File: src/rtl/imem_loader.sv
// Byte-stream to instruction-memory loader: packs big-endian bytes into 32-bit words
// and issues one-cycle writes. Optional XOR checksum output under IMEM_LOADER_CHECKSUM_EN.
module imem_loader #(
  parameter logic [31:0] BASE_ADDR = 32'h0000_0000,
  parameter int          MAX_WORDS = 64,
  parameter int          CW        = 7
) (
  input  logic          clk,
  input  logic          reset,
  input  logic          start,
  input  logic          byte_valid,
  input  logic [7:0]    byte_data,
  output logic          byte_ready,
  output logic          WE,
  output logic [31:0]   A,
  output logic [31:0]   WD,
  output logic          busy,
  output logic          done,
  output logic [CW-1:0] word_count
`ifdef IMEM_LOADER_CHECKSUM_EN
  ,
  output logic [31:0]   chk
`endif
);

  typedef enum logic [1:0] {S_IDLE, S_LOAD, S_WRITE, S_DONE} state_t;

  localparam logic [CW-1:0] LAST_COUNT = CW'(MAX_WORDS - 1);
  localparam logic [31:0]   TERMINATOR = 32'hFFFF_FFFF;

  state_t        r_state, w_next;
  logic [1:0]    r_idx;
  logic [31:0]   r_addr;
  logic [31:0]   r_wd;
  logic [CW-1:0] r_count;

  logic          w_accept;
  logic          w_start;
  logic [31:0]   w_word;

  assign w_accept = (r_state == S_LOAD) && byte_valid;
  assign w_start  = start && ((r_state == S_IDLE) || (r_state == S_DONE));
  // Bytes shift in from the bottom, so the first byte ends up in [31:24].
  assign w_word   = {r_wd[23:0], byte_data};

  // NOTE: every output of this block gets a default first, so no path can infer a latch.
  always_comb begin
    w_next     = r_state;
    byte_ready = 1'b0;
    WE         = 1'b0;
    busy       = 1'b0;
    done       = 1'b0;
    case (r_state)
      S_IDLE: begin
        if (start) w_next = S_LOAD;
      end
      S_LOAD: begin
        byte_ready = 1'b1;
        busy       = 1'b1;
        if (byte_valid && (r_idx == 2'd3))
          w_next = (w_word == TERMINATOR) ? S_DONE : S_WRITE;
      end
      S_WRITE: begin
        WE     = 1'b1;
        busy   = 1'b1;
        w_next = (r_count == LAST_COUNT) ? S_DONE : S_LOAD;
      end
      S_DONE: begin
        done = 1'b1;
        if (start) w_next = S_LOAD;
      end
      default: w_next = S_IDLE;
    endcase
  end

  // NOTE: sequential state uses non-blocking assignments so all registers update together.
  always_ff @(posedge clk or posedge reset) begin
    if (reset) begin
      r_state <= S_IDLE;
      r_idx   <= 2'd0;
      r_addr  <= BASE_ADDR;
      r_wd    <= 32'h0;
      r_count <= '0;
    end else begin
      r_state <= w_next;
      if (w_start) begin
        r_addr  <= BASE_ADDR;
        r_count <= '0;
        r_idx   <= 2'd0;
      end else if (w_accept) begin
        r_wd  <= w_word;
        r_idx <= r_idx + 2'd1;
      end else if (r_state == S_WRITE) begin
        r_addr  <= r_addr + 32'd4;
        r_count <= r_count + CW'(1);
      end
    end
  end

`ifdef IMEM_LOADER_CHECKSUM_EN
  logic [31:0] r_chk;

  always_ff @(posedge clk or posedge reset) begin
    if (reset)                   r_chk <= 32'h0;
    else if (w_start)            r_chk <= 32'h0;
    else if (r_state == S_WRITE) r_chk <= r_chk ^ r_wd;
  end

  assign chk = r_chk;
`endif

  assign A          = r_addr;
  assign WD         = r_wd;
  assign word_count = r_count;

endmodule

File: config.mk
export PLATFORM = sky130hd
export DESIGN_NAME = imem_loader
export DESIGN_NICKNAME = d
export VERILOG_FILES = /design/src/rtl/imem_loader.sv
export SDC_FILE = /design/constraint.sdc
export NUM_CORES = 1
export LEC_CHECK = 0
export BUFFER_PORTS_ARGS = -buffer_cell sky130_fd_sc_hd__buf_2
export CAP_MARGIN = 15
export CORE_MARGIN = 4
export CORE_UTILIZATION = 57
export DETAILED_ROUTE_END_ITERATION = 7
export GPL_TIMING_DRIVEN = 0
export PLACE_DENSITY = 0.84
export SYNTH_ARGS = -nofsm -noshare
export SYNTH_HDL_FRONTEND = slang
export SYNTH_SLANG_ARGS = --single-unit
File: constraint.sdc
create_clock -name clk -period 5 [get_ports clk]
set_input_delay 0.75 -clock clk [delete_from_list [all_inputs] [get_ports clk]]
set_output_delay 0.75 -clock clk [all_outputs]
set_load 0.01 [all_outputs]
==> metrics.md, run 1 <==
| Metric | Value |
|---|---|
| Post-synthesis xor/xnor area fraction | 0.03551 |
| First DRT Iteration DRCs | 145 |
| Vias per cell | 5.902 |
| Initial antenna violation count | 0 |
| Synth warn | 0 |
| Cell Area, Synth | 3453 sq um |
| Skew final | 0.01248 ns |
| Non-filler cells in the finished layout | 490 |
| Final Instance Area | 4169 sq um |
| Placed insts | 474 |
| Fin. Hold Viols | 0 |
| Crit end category | register |
| Global-route wire length before repair | 13,640 um |
| Synth-to-Final Area Change | 20.72% |
| Root Buffer | clkbuf_8 |
| Max Cap Violations | 0 |
| Number of global-route vias before repair | 2,897 |
| Final setup margin | 2.512 ns |
| Reg power frac | 0.430 |
| EDFF count, synth | 0 |
| Post-CTS setup buffers | 0 |
| Ys flop type | dfrtp_1 |
| Detailed Routing Iterations Pass 1 | 4 |
| Starting density of the core | 0.5867 |
| Syn_area_per_cell | 11.00 sq um |
| Port Buffers | 84 |
| Clk buf depth | 2 |
| Final nets | 428 |
| RSZ-0062 raised after global routing | no |
| Sw Ratio | 0.3641 |
| Via count | 2,892 |
| Relative slew slack | 0.4156 |
| Hold Path Cell Cnt | 1 |
| Asr flop ratio synth | 1.000 |
| Hold EP | WD[27] |
| Num CTS Buffers | 9 |
| Min-delay src | WD[27] |
| Worst setup path category | reg -> reg |
| Largest net degree at the start of global routing | 74 |
| WHS | 0.5042 ns |
| GPL Wtd Cong | 0.8491 |
| Worst-case reg-to-reg path depth | 9 |
| Routed Antenna Nets | 0 |
| Fraction of synthesized area in multiplexers | 0.1134 |
| Final setup fails | 0 |
| # hold bufs at CTS | 0 |
| Global-route usage over all layers | 0.2351 |
| Fin util | 0.7083 |
| CTS tree | yes |
| Final worst path period share | 0.4976 |
| Sequential area share after synthesis | 0.5290 |
| Worst EP required | 5.20 ns |
| Die span in y | 85.84 um |
| Clock transition at path regs | 0.08 ns |
| RR Endpoint | A[17] |
| Simple-gate share of the synthesized area | 0.1703 |
| TNS Setup | 0 ns |
| R2R Path Start | r_state[0] |
| Compound-cell area share of the yosys netlist | 0.09964 |
| Diodes inserted | 0 |
| Ports | 87 |
| Share of cells above drive strength 1 | 0.3325 |
| Switch Pwr | 0.7633 mW |
| Area after DPL | 3974 sq um |
| Clk sink count | 73 |
| Overflow after GRT | 0 |
| Worst setup SP type | register |
| Wirelength per Cell | 16.56 um |
| Final WL | 8115 um |
| Final Max Slew Viols | 0 |
| CTS-repair resized insts | 0 |
| Total power | 2.096 mW |
| Critical path peak fanout | 10 |
| Die area | 7368 sq um |
| FF+latch count, synth | 73 |
| Post-DP HPWL | 5790 um |
| Htree depth | 3 |
| Largest family of logic cells by synthesized area | simple AND/OR/NAND/NOR gates |
| Syn Inst Count | 314 |
| Leak | 1.980 nW |
| CORE AREA | 5886 sq um |
| Tmin final | 2.488 ns |
| Later-pin clock latency in the skew report | 0.34 ns |
| Peak supply drop | 0.3822 mV |
| Most frequent cells in the layout | 84 x buf_2, 73 x dfrtp_1, 33 x mux2_2 |
| Status | completed |
| FP Rows | 28 |
| Actual slew at the worst max-slew pin | 0.8766 ns |
| Place WS | 2.381 ns |
| R2r setup slk | 2.51 ns |
| Die W | 85.84 um |
| Cell-internal power | 1.333 mW |
| Adder-cell share of the synthesized area | 0.02174 |
| Logic pwr share | 0.351 |
| Clk pwr share | 0.219 |
| Distinct cells, synth | 39 |
| Most common cell after layout, fill and taps aside | buf_2 |
| Hold WC Path Type | reg -> reg |
| Power Dens Cells | 502.8 nW/um^2 |
| # DRC | 0 |
| Max frequency | 401.9 MHz |
| Worst EP arrival | 2.68 ns |
-- cells in the mapped netlist (all sizes together), types with 2 or more instances --
library cell / instances / share of area
nand3: 12 / 0.017
o21ai: 9 / 0.013
clkbuf: 11 / 0.012
and3: 5 / 0.0091
a211oi: 2 / 0.0043
buf: 5 / 0.012
xor2: 9 / 0.023
or3: 9 / 0.016
mux2: 33 / 0.11
nor4: 2 / 0.0036
and4: 5 / 0.013
nand2b: 2 / 0.0036
a21oi: 21 / 0.030
dfrtp: 73 / 0.53
nor2: 19 / 0.021
or4: 9 / 0.020
and2: 4 / 0.0072
a2111oi: 2 / 0.0051
mux2i: 2 / 0.0058
nand4: 17 / 0.031
ha: 6 / 0.022
xnor2: 5 / 0.013
a31oi: 2 / 0.0036
nand2: 25 / 0.027
inv: 5 / 0.0054
o31ai: 9 / 0.020
-- cell families after synthesis --
kind of cell             count (synthesis)
AND/OR/NAND/NOR                        110
flip-flops                              73
AO/OA/AOI/OAI                           54
multiplexers                            35
buffers and inverters                   21
XOR/XNOR                                14
adder cells (fa/ha/maj)                  6
other                                    1
-- routing by layer --
metal,share of wire,vias to the layer above,wire length (um),track usage
li1,-,1350,-,-
met1,0.42,1431,3369,0.2893
met2,0.50,98,4084,0.3990
met3,0.066,13,537,0.05764
met4,0.015,0,124,0.09209
met5,0,-,0,0
-- state kept, by name, summed over array words and instances, names as in the netlist --
register	cells
WD	32
A	30
word_count	7
r_idx	2
r_state	2
-- cell type report --
| class | count | area, sq um |
|---|---|---|
| Clock buffer | 10 | 137.6 |
| Sequential cell | 73 | 1827 |
| Fill cell | 472 | 1717 |
| Buffer | 16 | 82.58 |
| Tap cell | 75 | 93.84 |
| Timing Repair Buffer | 84 | 420.4 |
| Inverter | 5 | 21.27 |
| Multi-Input combinational cell | 221 | 1529 |
| Clock inverter | 6 | 57.56 |
-- power by group through the flow --
stage | clock network (mW) | logic (mW) | registers [mW]
after floorplan | 0 | 0.403 | 0.949
after global placement | 0 | 0.722 | 0.898
after detailed placement | 0 | 0.741 | 0.909
after CTS | 0.464 | 0.747 | 0.901
after global routing | 0.497 | 0.817 | 0.929
final | 0.458 | 0.736 | 0.902
-- worst max-delay path by stage --
stage,slack (ns),cells after the start,to,start
after global placement,1.54,2,A[2],reset
after CTS,2.52,9,A[17],r_state[0]
final,2.51,9,A[17],r_state[0]
after global routing,2.36,9,A[21],r_state[1]
after floorplan,2.40,1,A[10],reset
after detailed placement,2.38,8,A[17],byte_valid
-- worst max-delay path, stage by stage (launching register included) --
cell and delay (ns):
dfrtp_1 0.42, inv_1 0.07, ha_1 0.23, a21bo_1 0.23
buf_6 0.13, a2111o_1 0.45, buf_6 0.16, clkbuf_1 0.26
o31ai_1 0.31, a21oi_1 0.09
No activity file was read; power rests on OpenSTA's default activity.
==> inputs of run 2 (changes only) <==
- CORE_UTILIZATION: 57 -> 53
- PLACE_DENSITY: 0.84 -> 0.79
- clock period: 5 -> 2.5 ns (I/O delays scaled with it)
==> run 2 against run 1 <==
Effect of this change:
- worst hold slack got worse by 0.28 ns
- fmax increased by 4.4%
- register-to-register slack got worse by 2.4 ns
- die area increased by 6.8%
- largest cell class unchanged
- total power increased by 100%
- sequential cell count unchanged
- critical path depth decreased by 1
- final cell count increased by 0.61%
- clock power increased by 100%
==> metrics.md, run 2 (same netlist as run 1, synthesis figures left out) <==
| Metric | Value |
|---|---|
| Max Cap Violations | 0 (unchanged) |
| Peak supply drop | 0.7924 mV (+110%) |
| Die area | 7871 sq um (+6.8%) |
| RSZ-0062 raised after global routing | no |
| Num CTS Buffers | 9 (unchanged) |
| Most frequent cells in the layout | 85 x buf_2, 73 x dfrtp_1, 33 x mux2_2 |
| Die span in y | 88.72 um (+3.4%) |
| Synth-to-Final Area Change | 21.88% |
| Final worst path period share | 0.9532 (+0.4556) |
| Vias per cell | 5.738 (-2.8%) |
| Fill count | 515 (+9.1%) |
| Clk buf depth | 2 (unchanged) |
| Max frequency | 419.6 MHz (+4.4%) |
| Share of cells above drive strength 1 | 0.3510 (+0.01843) |
| Most common cell after layout, fill and taps aside | buf_2 |
| First DRT Iteration DRCs | 110 (-24%) |
| Power Dens Cells | 1003 nW/um^2 (+99%) |
| Worst setup path category | reg -> reg |
| CP most frequent cell | buf_6 |
| Global-route wire length before repair | 13,330 um (-2.3%) |
| Final setup fails | 0 (unchanged) |
| Reg area | 1827 sq um (unchanged) |
| Root Buffer | clkbuf_8 |
| Non-filler cells in the finished layout | 493 (+0.61%) |
| Clk sink count | 73 (unchanged) |
| # DRC | 0 (unchanged) |
| CTS tree | yes |
| Routed Antenna Nets | 0 (unchanged) |
| Final WL | 8006 um (-1.3%) |
| Multi-input combinational cell area | 1551 sq um (+1.5%) |
| Port Buffers | 84 (unchanged) |
| Worst EP required | 2.76 ns (-2.44 ns) |
| Later-pin clock latency in the skew report | 0.34 ns (about the same) |
| CORE AREA | 6350 sq um (+7.9%) |
| Wirelength per Cell | 16.24 um (-1.9%) |
| Largest net degree at the start of global routing | 74 (unchanged) |
| Via count | 2,829 (-2.2%) |
| Crit-path slowest cell | or4_1 |
| Critical path peak fanout | 10 (unchanged) |
| Leak | 1.982 nW (about the same) |
| Slowest Stage Delay on Critical Path | 0.51 ns (+0.06 ns) |
| Critical path cell sequence | inv_1, ha_2, a21bo_1, buf_6, a2111o_1, buf_6, or4_1, a21oi_2 |
| Worst EP arrival | 2.64 ns (-0.04 ns) |
| Fin util | 0.6629 (-0.04548) |
| Tmin final | 2.383 ns (-0.1049 ns) |
| Die W | 88.72 um (+3.4%) |
| Detailed Routing Iterations Pass 1 | 4 (unchanged) |
| GPL Wtd Cong | 0.8378 (-1.3%) |
| Final Max Slew Viols | 0 (unchanged) |
| Ports | 87 (unchanged) |
| Starting density of the core | 0.5438 (-0.04289) |
| Overflow after GRT | 0 (unchanged) |
| Fin. Hold Viols | 0 (unchanged) |
| Status | completed |
| Clock transition at path regs | 0.08 ns (about the same) |
| Relative slew slack | 0.4132 (-0.002376) |
| TNS Setup | 0 ns (unchanged) |
| Crit end category | register |
| Initial antenna violation count | 0 (unchanged) |
| Global-route usage over all layers | 0.2161 (-0.01896) |
| Actual slew at the worst max-slew pin | 0.8802 ns (+0.003563 ns) |
| Final nets | 429 (+0.23%) |
| Htree depth | 3 (unchanged) |
| Worst setup SP type | register |
| Skew final | 0.008164 ns (-0.004321 ns) |
| Diodes inserted | 0 (unchanged) |
| Max FFs per register | 32 (unchanged) |
| FP Rows | 29 (+3.6%) |
| Number of global-route vias before repair | 2,784 (-3.9%) |
| Hold WC Path Type | in -> async |
| Post-DP HPWL | 5551 um (-4.1%) |
| Placed insts | 476 (+0.42%) |
==> run 2: cell types whose count changed in the layout (fill, tap and decap cells not counted), moves of 2 or more <==
cell      previous run  this run
clkinv_2             4         1
ha_1                 6         4
ha_2                 0         2
a21oi_1             21        19
a21oi_2              0         2
inv_6                0         3
==> run 2: critical path, delay by kind of cell (launching register included) <==
kind	cells	cell delay (ns)
adder cells (fa/ha/maj)	1	0.19
AO/OA/AOI/OAI	3	0.80
AND/OR/NAND/NOR	1	0.51
buffers and inverters	3	0.37
flip-flops	1	0.42
==> run 2: worst paths after layout <==
kind	slack (ns)	endpoint	from	cells past startpoint
min in group clk	0.28	WD[4]	byte_data[4]	2
max in group asynchronous	1.71	A[29]	reset	2
max reg2reg	0.12	A[17]	r_state[0]	8
min reg2reg	0.51	WD[28]	WD[28]	1
min	0.23	WD[25]	reset	2
max	0.12	A[17]	r_state[0]	8
==> run 2: power breakdown <==
group	switching, mW	internal [mW]	total (mW)
clock	0.463	0.471	0.935
sequential	0.305	1.50	1.81
combinational	0.784	0.692	1.48
total	1.55	2.67	4.22
==> run 2: per-stage QoR <==
step	hold WS, ns	total power [mW]	worst slack, ns	instance area, sq um
final	0.2255	4.220	0.1169	4209
after detailed placement	0.4910	3.294	0.09677	3976
after global placement	0.4870	3.238	-0.5949	3974
after global routing	0.2766	4.508	0.01047	4209
after floorplan	0.5061	2.705	0.2149	3457
after CTS	0.2564	4.237	0.02878	4178
==> run 2: cell type report <==
class / instances / area share
Tap cell: 77 / 0.02289
Clock inverter: 7 / 0.01843
Timing Repair Buffer: 85 / 0.1017
Clock buffer: 9 / 0.02943
Multi-Input combinational cell: 221 / 0.3686
Buffer: 16 / 0.01992
Inverter: 5 / 0.005054
Sequential cell: 73 / 0.4340
==> run 2: routing by layer <==
layer  routed length, um  up-vias  global-route usage
li1                    -     1339                   -
met1                3461     1376              0.2863
met2                3784      100              0.3475
met3                 644       14             0.05773
met4                 114        0             0.06731
met5                   0        -                   0
==> run 2: timing repair <==
item                                    4_1_cts  5_1_grt
endpoints found under the setup margin        0       19
hold buffers                                  0        0
buffers inserted                              0        1
gates resized for setup                       0        9
==> inputs of run 3 (changes only) <==
- CELL_PAD_IN_SITES_DETAIL_PLACEMENT: not set -> 1
- CELL_PAD_IN_SITES_GLOBAL_PLACEMENT: not set -> 2
- CORE_UTILIZATION: 53 -> 33
- PLACE_DENSITY: 0.79 -> 0.78
==> run 3 against run 2 <==
Effect of this change:
- register-to-register slack better by 0.02 ns
- sequential share of layout area fell by 1.6 points
- worst hold slack improved by 0.059 ns
- die area up 55%
- total power up 7.9%
- count of clock-buffer cells in the layout is the same
- global-route usage is 5.2 points lower
- largest power group unchanged
- clock power increased by 30%
- final cell count rose by 12%
- setup slack improved by 0.020 ns
- design area rose by 3.9%
- non-clock buffer count increased by 1
- critical endpoint unchanged
==> metrics.md, run 3 (same netlist as run 1, synthesis figures left out) <==
| Metric | Value |
|---|---|
| Overflow after GRT | 0 (unchanged) |
| Final WL | 9321 um (+16%) |
| Reg power frac | 0.400 (-0.029) |
| Vias per cell | 5.123 (-11%) |
| GPL Wtd Cong | 0.7938 (-5.3%) |
| Peak supply drop | 0.5579 mV (-30%) |
| Port Buffers | 84 (unchanged) |
| Clk sink count | 73 (unchanged) |
| Critical path peak fanout | 10 (unchanged) |
| Clock transition at path regs | 0.08 ns (about the same) |
| Relative slew slack | 0.5981 (+0.1849) |
| Htree depth | 3 (unchanged) |
| Diodes inserted | 0 (unchanged) |
| Synth-to-Final Area Change | 26.63% |
| Final worst path period share | 0.9452 (-0.008047) |
| Starting density of the core | 0.3360 (-0.2078) |
| Max Cap Violations | 0 (unchanged) |
| Final Max Slew Viols | 0 (unchanged) |
| Max frequency | 423.2 MHz (+0.85%) |
| Place WS | -0.02674 ns (-0.1235 ns) |
| Tmin final | 2.363 ns (-0.02012 ns) |
| Clk buf depth | 2 (unchanged) |
| Detailed Routing Iterations Pass 1 | 6 (+2) |
| Worst setup SP type | register |
| CP top delay family | compound AO/OA/AOI/OAI gates |
| Area after DPL | 4078 sq um (+2.5%) |
| CP startpoint | r_state[0] |
| Sw Ratio | 0.3485 (-0.01926) |
| Cell-internal power | 2.965 mW (+11%) |
| Final nets | 430 (+0.23%) |
| Status | completed |
| Die W | 110.3 um (+24%) |
| R2R Path Start | r_state[0] |
| # DRC | 0 (unchanged) |
| Global-route wire length before repair | 15,650 um (+17%) |
| Die span in y | 110.3 um (+24%) |
| Post-DP HPWL | 6990 um (+26%) |
| Min-delay src | byte_data[4] |
| Global-route usage over all layers | 0.1646 (-0.05152) |
| Final setup fails | 0 (unchanged) |
| Worst Path Buf+Inv | 3 (unchanged) |
| Slowest Stage Delay on Critical Path | 0.50 ns (about the same) |
| CTS tree | yes |
| Skew final | 0.01509 ns (+0.006922 ns) |
| Number of global-route vias before repair | 3,003 (+7.9%) |
| Post-CTS setup buffers | 0 (unchanged) |
| Hold Path Cell Cnt | 2 |
| Ports | 87 (unchanged) |
| Crit end category | register |
| Fin. Hold Viols | 0 (unchanged) |
| FP Rows | 37 (+28%) |
| Die area | 12,170 sq um (+55%) |
| Share of cells above drive strength 1 | 0.3501 (-0.0008416) |
| Later-pin clock latency in the skew report | 0.35 ns (about the same) |
| Total power | 4.552 mW (+7.9%) |
| CP most frequent cell | buf_6 |
| Crit path depth | 8 (unchanged) |
| Largest net degree at the start of global routing | 51 (-31%) |
| Fill count | 1,184 (+130%) |
| Critical path cell sequence | inv_1, ha_2, a21bo_1, buf_6, a2111o_1, buf_6, or4_1, a21oi_1 |
| Num CTS Buffers | 9 (unchanged) |
| Max FFs per register | 32 (unchanged) |
| Initial antenna violation count | 0 (unchanged) |
| Routed Antenna Nets | 0 (unchanged) |
| Logic pwr share | 0.332 (-0.018) |
| Hold WC Path Type | in -> reg |
| Worst setup path category | reg -> reg |
| CORE AREA | 10,280 sq um (+62%) |
| Crit-path slowest cell | or4_1 |
| Worst-case reg-to-reg path depth | 8 (unchanged) |
| Leak | 2.034 nW (+2.6%) |
| Final setup margin | 0.1370 ns (+0.02012 ns) |
| Worst EP arrival | 2.62 ns (-0.02 ns) |
| First DRT Iteration DRCs | 124 (+13%) |
| Worst EP required | 2.76 ns (about the same) |
| Root Buffer | clkbuf_8 |
| Power Dens Cells | 1041 nW/um^2 (+3.8%) |
| Most common cell after layout, fill and taps aside | buf_2 |
| Clk pwr share | 0.268 (+0.047) |
| Wirelength per Cell | 16.86 um (+3.8%) |
| Switch Pwr | 1.587 mW (+2.2%) |
| TNS Setup | 0 ns (unchanged) |
| Most frequent cells in the layout | 85 x buf_2, 73 x dfrtp_1, 33 x mux2_2 |
| Actual slew at the worst max-slew pin | 0.5876 ns (-0.2926 ns) |
| Via count | 2,833 (+0.14%) |
| Final Instance Area | 4373 sq um (+3.9%) |
-- run 3: layout make-up --
type                            instances  area [sq um]  share of cell area
Inverter                                5         21.27            0.004864
Tap cell                              136         170.2             0.03891
Buffer                                 16         86.33             0.01974
Multi-Input combinational cell        221          1544              0.3531
Clock buffer                            9         123.9             0.02833
Sequential cell                        73          1827              0.4177
Timing Repair Buffer                   86         457.9              0.1047
Clock inverter                          7         142.6             0.03262
-- run 3: per-stage QoR --
stage,std cells,utilization,hold slack [ns]
floorplan,315,-,0.5061
CTS,553,0.4243,0.2706
global route,553,0.4255,0.2823
finish,553,0.4255,0.2842
detailed placement,536,0.3968,0.3719
global placement,535,0.3938,0.4876
-- run 3: what timing repair did --
action	CTS	global route
pin swaps	0	1
endpoints found under the setup margin	8	39
endpoints found under the hold margin	10	0
hold buffers	1	0
resized for setup	2	8
-- run 3: worst register-to-register path, stage by stage, from the launching register on --
cell and delay, ns:
dfrtp_1 0.43, inv_1 0.08, ha_2 0.20, a21bo_1 0.21, buf_6 0.14, a2111o_1 0.41
buf_6 0.16, or4_1 0.51, a21oi_1 0.15
-- run 3: path summary, 6_finish.rpt --
check / to / slack [ns]
min: WD[4] / 0.28
min reg2reg: WD[28] / 0.51
max: A[17] / 0.14
max in group asynchronous: A[28] / 1.40
min in group asynchronous: WD[26] / 0.54
max reg2reg: A[17] / 0.14
-- run 3: routing by layer --
metal | wire (um) | GRT usage | share of wire
met4 | 95 | 0.04485 | 0.010
met3 | 601 | 0.03902 | 0.064
met2 | 4393 | 0.2665 | 0.47
met1 | 4231 | 0.2215 | 0.45
met5 | 0 | 0 | 0
-- run 3: power by group through the flow --
| stage | clock network [mW] | registers (mW) | logic, mW |
|---|---|---|---|
| floorplan | 0 | 1.90 | 0.806 |
| detailed placement | 0 | 1.84 | 1.52 |
| CTS | 1.26 | 1.83 | 1.54 |
| global placement | 0 | 1.82 | 1.48 |
| global route | 1.30 | 1.88 | 1.69 |
| finish | 1.22 | 1.82 | 1.51 |
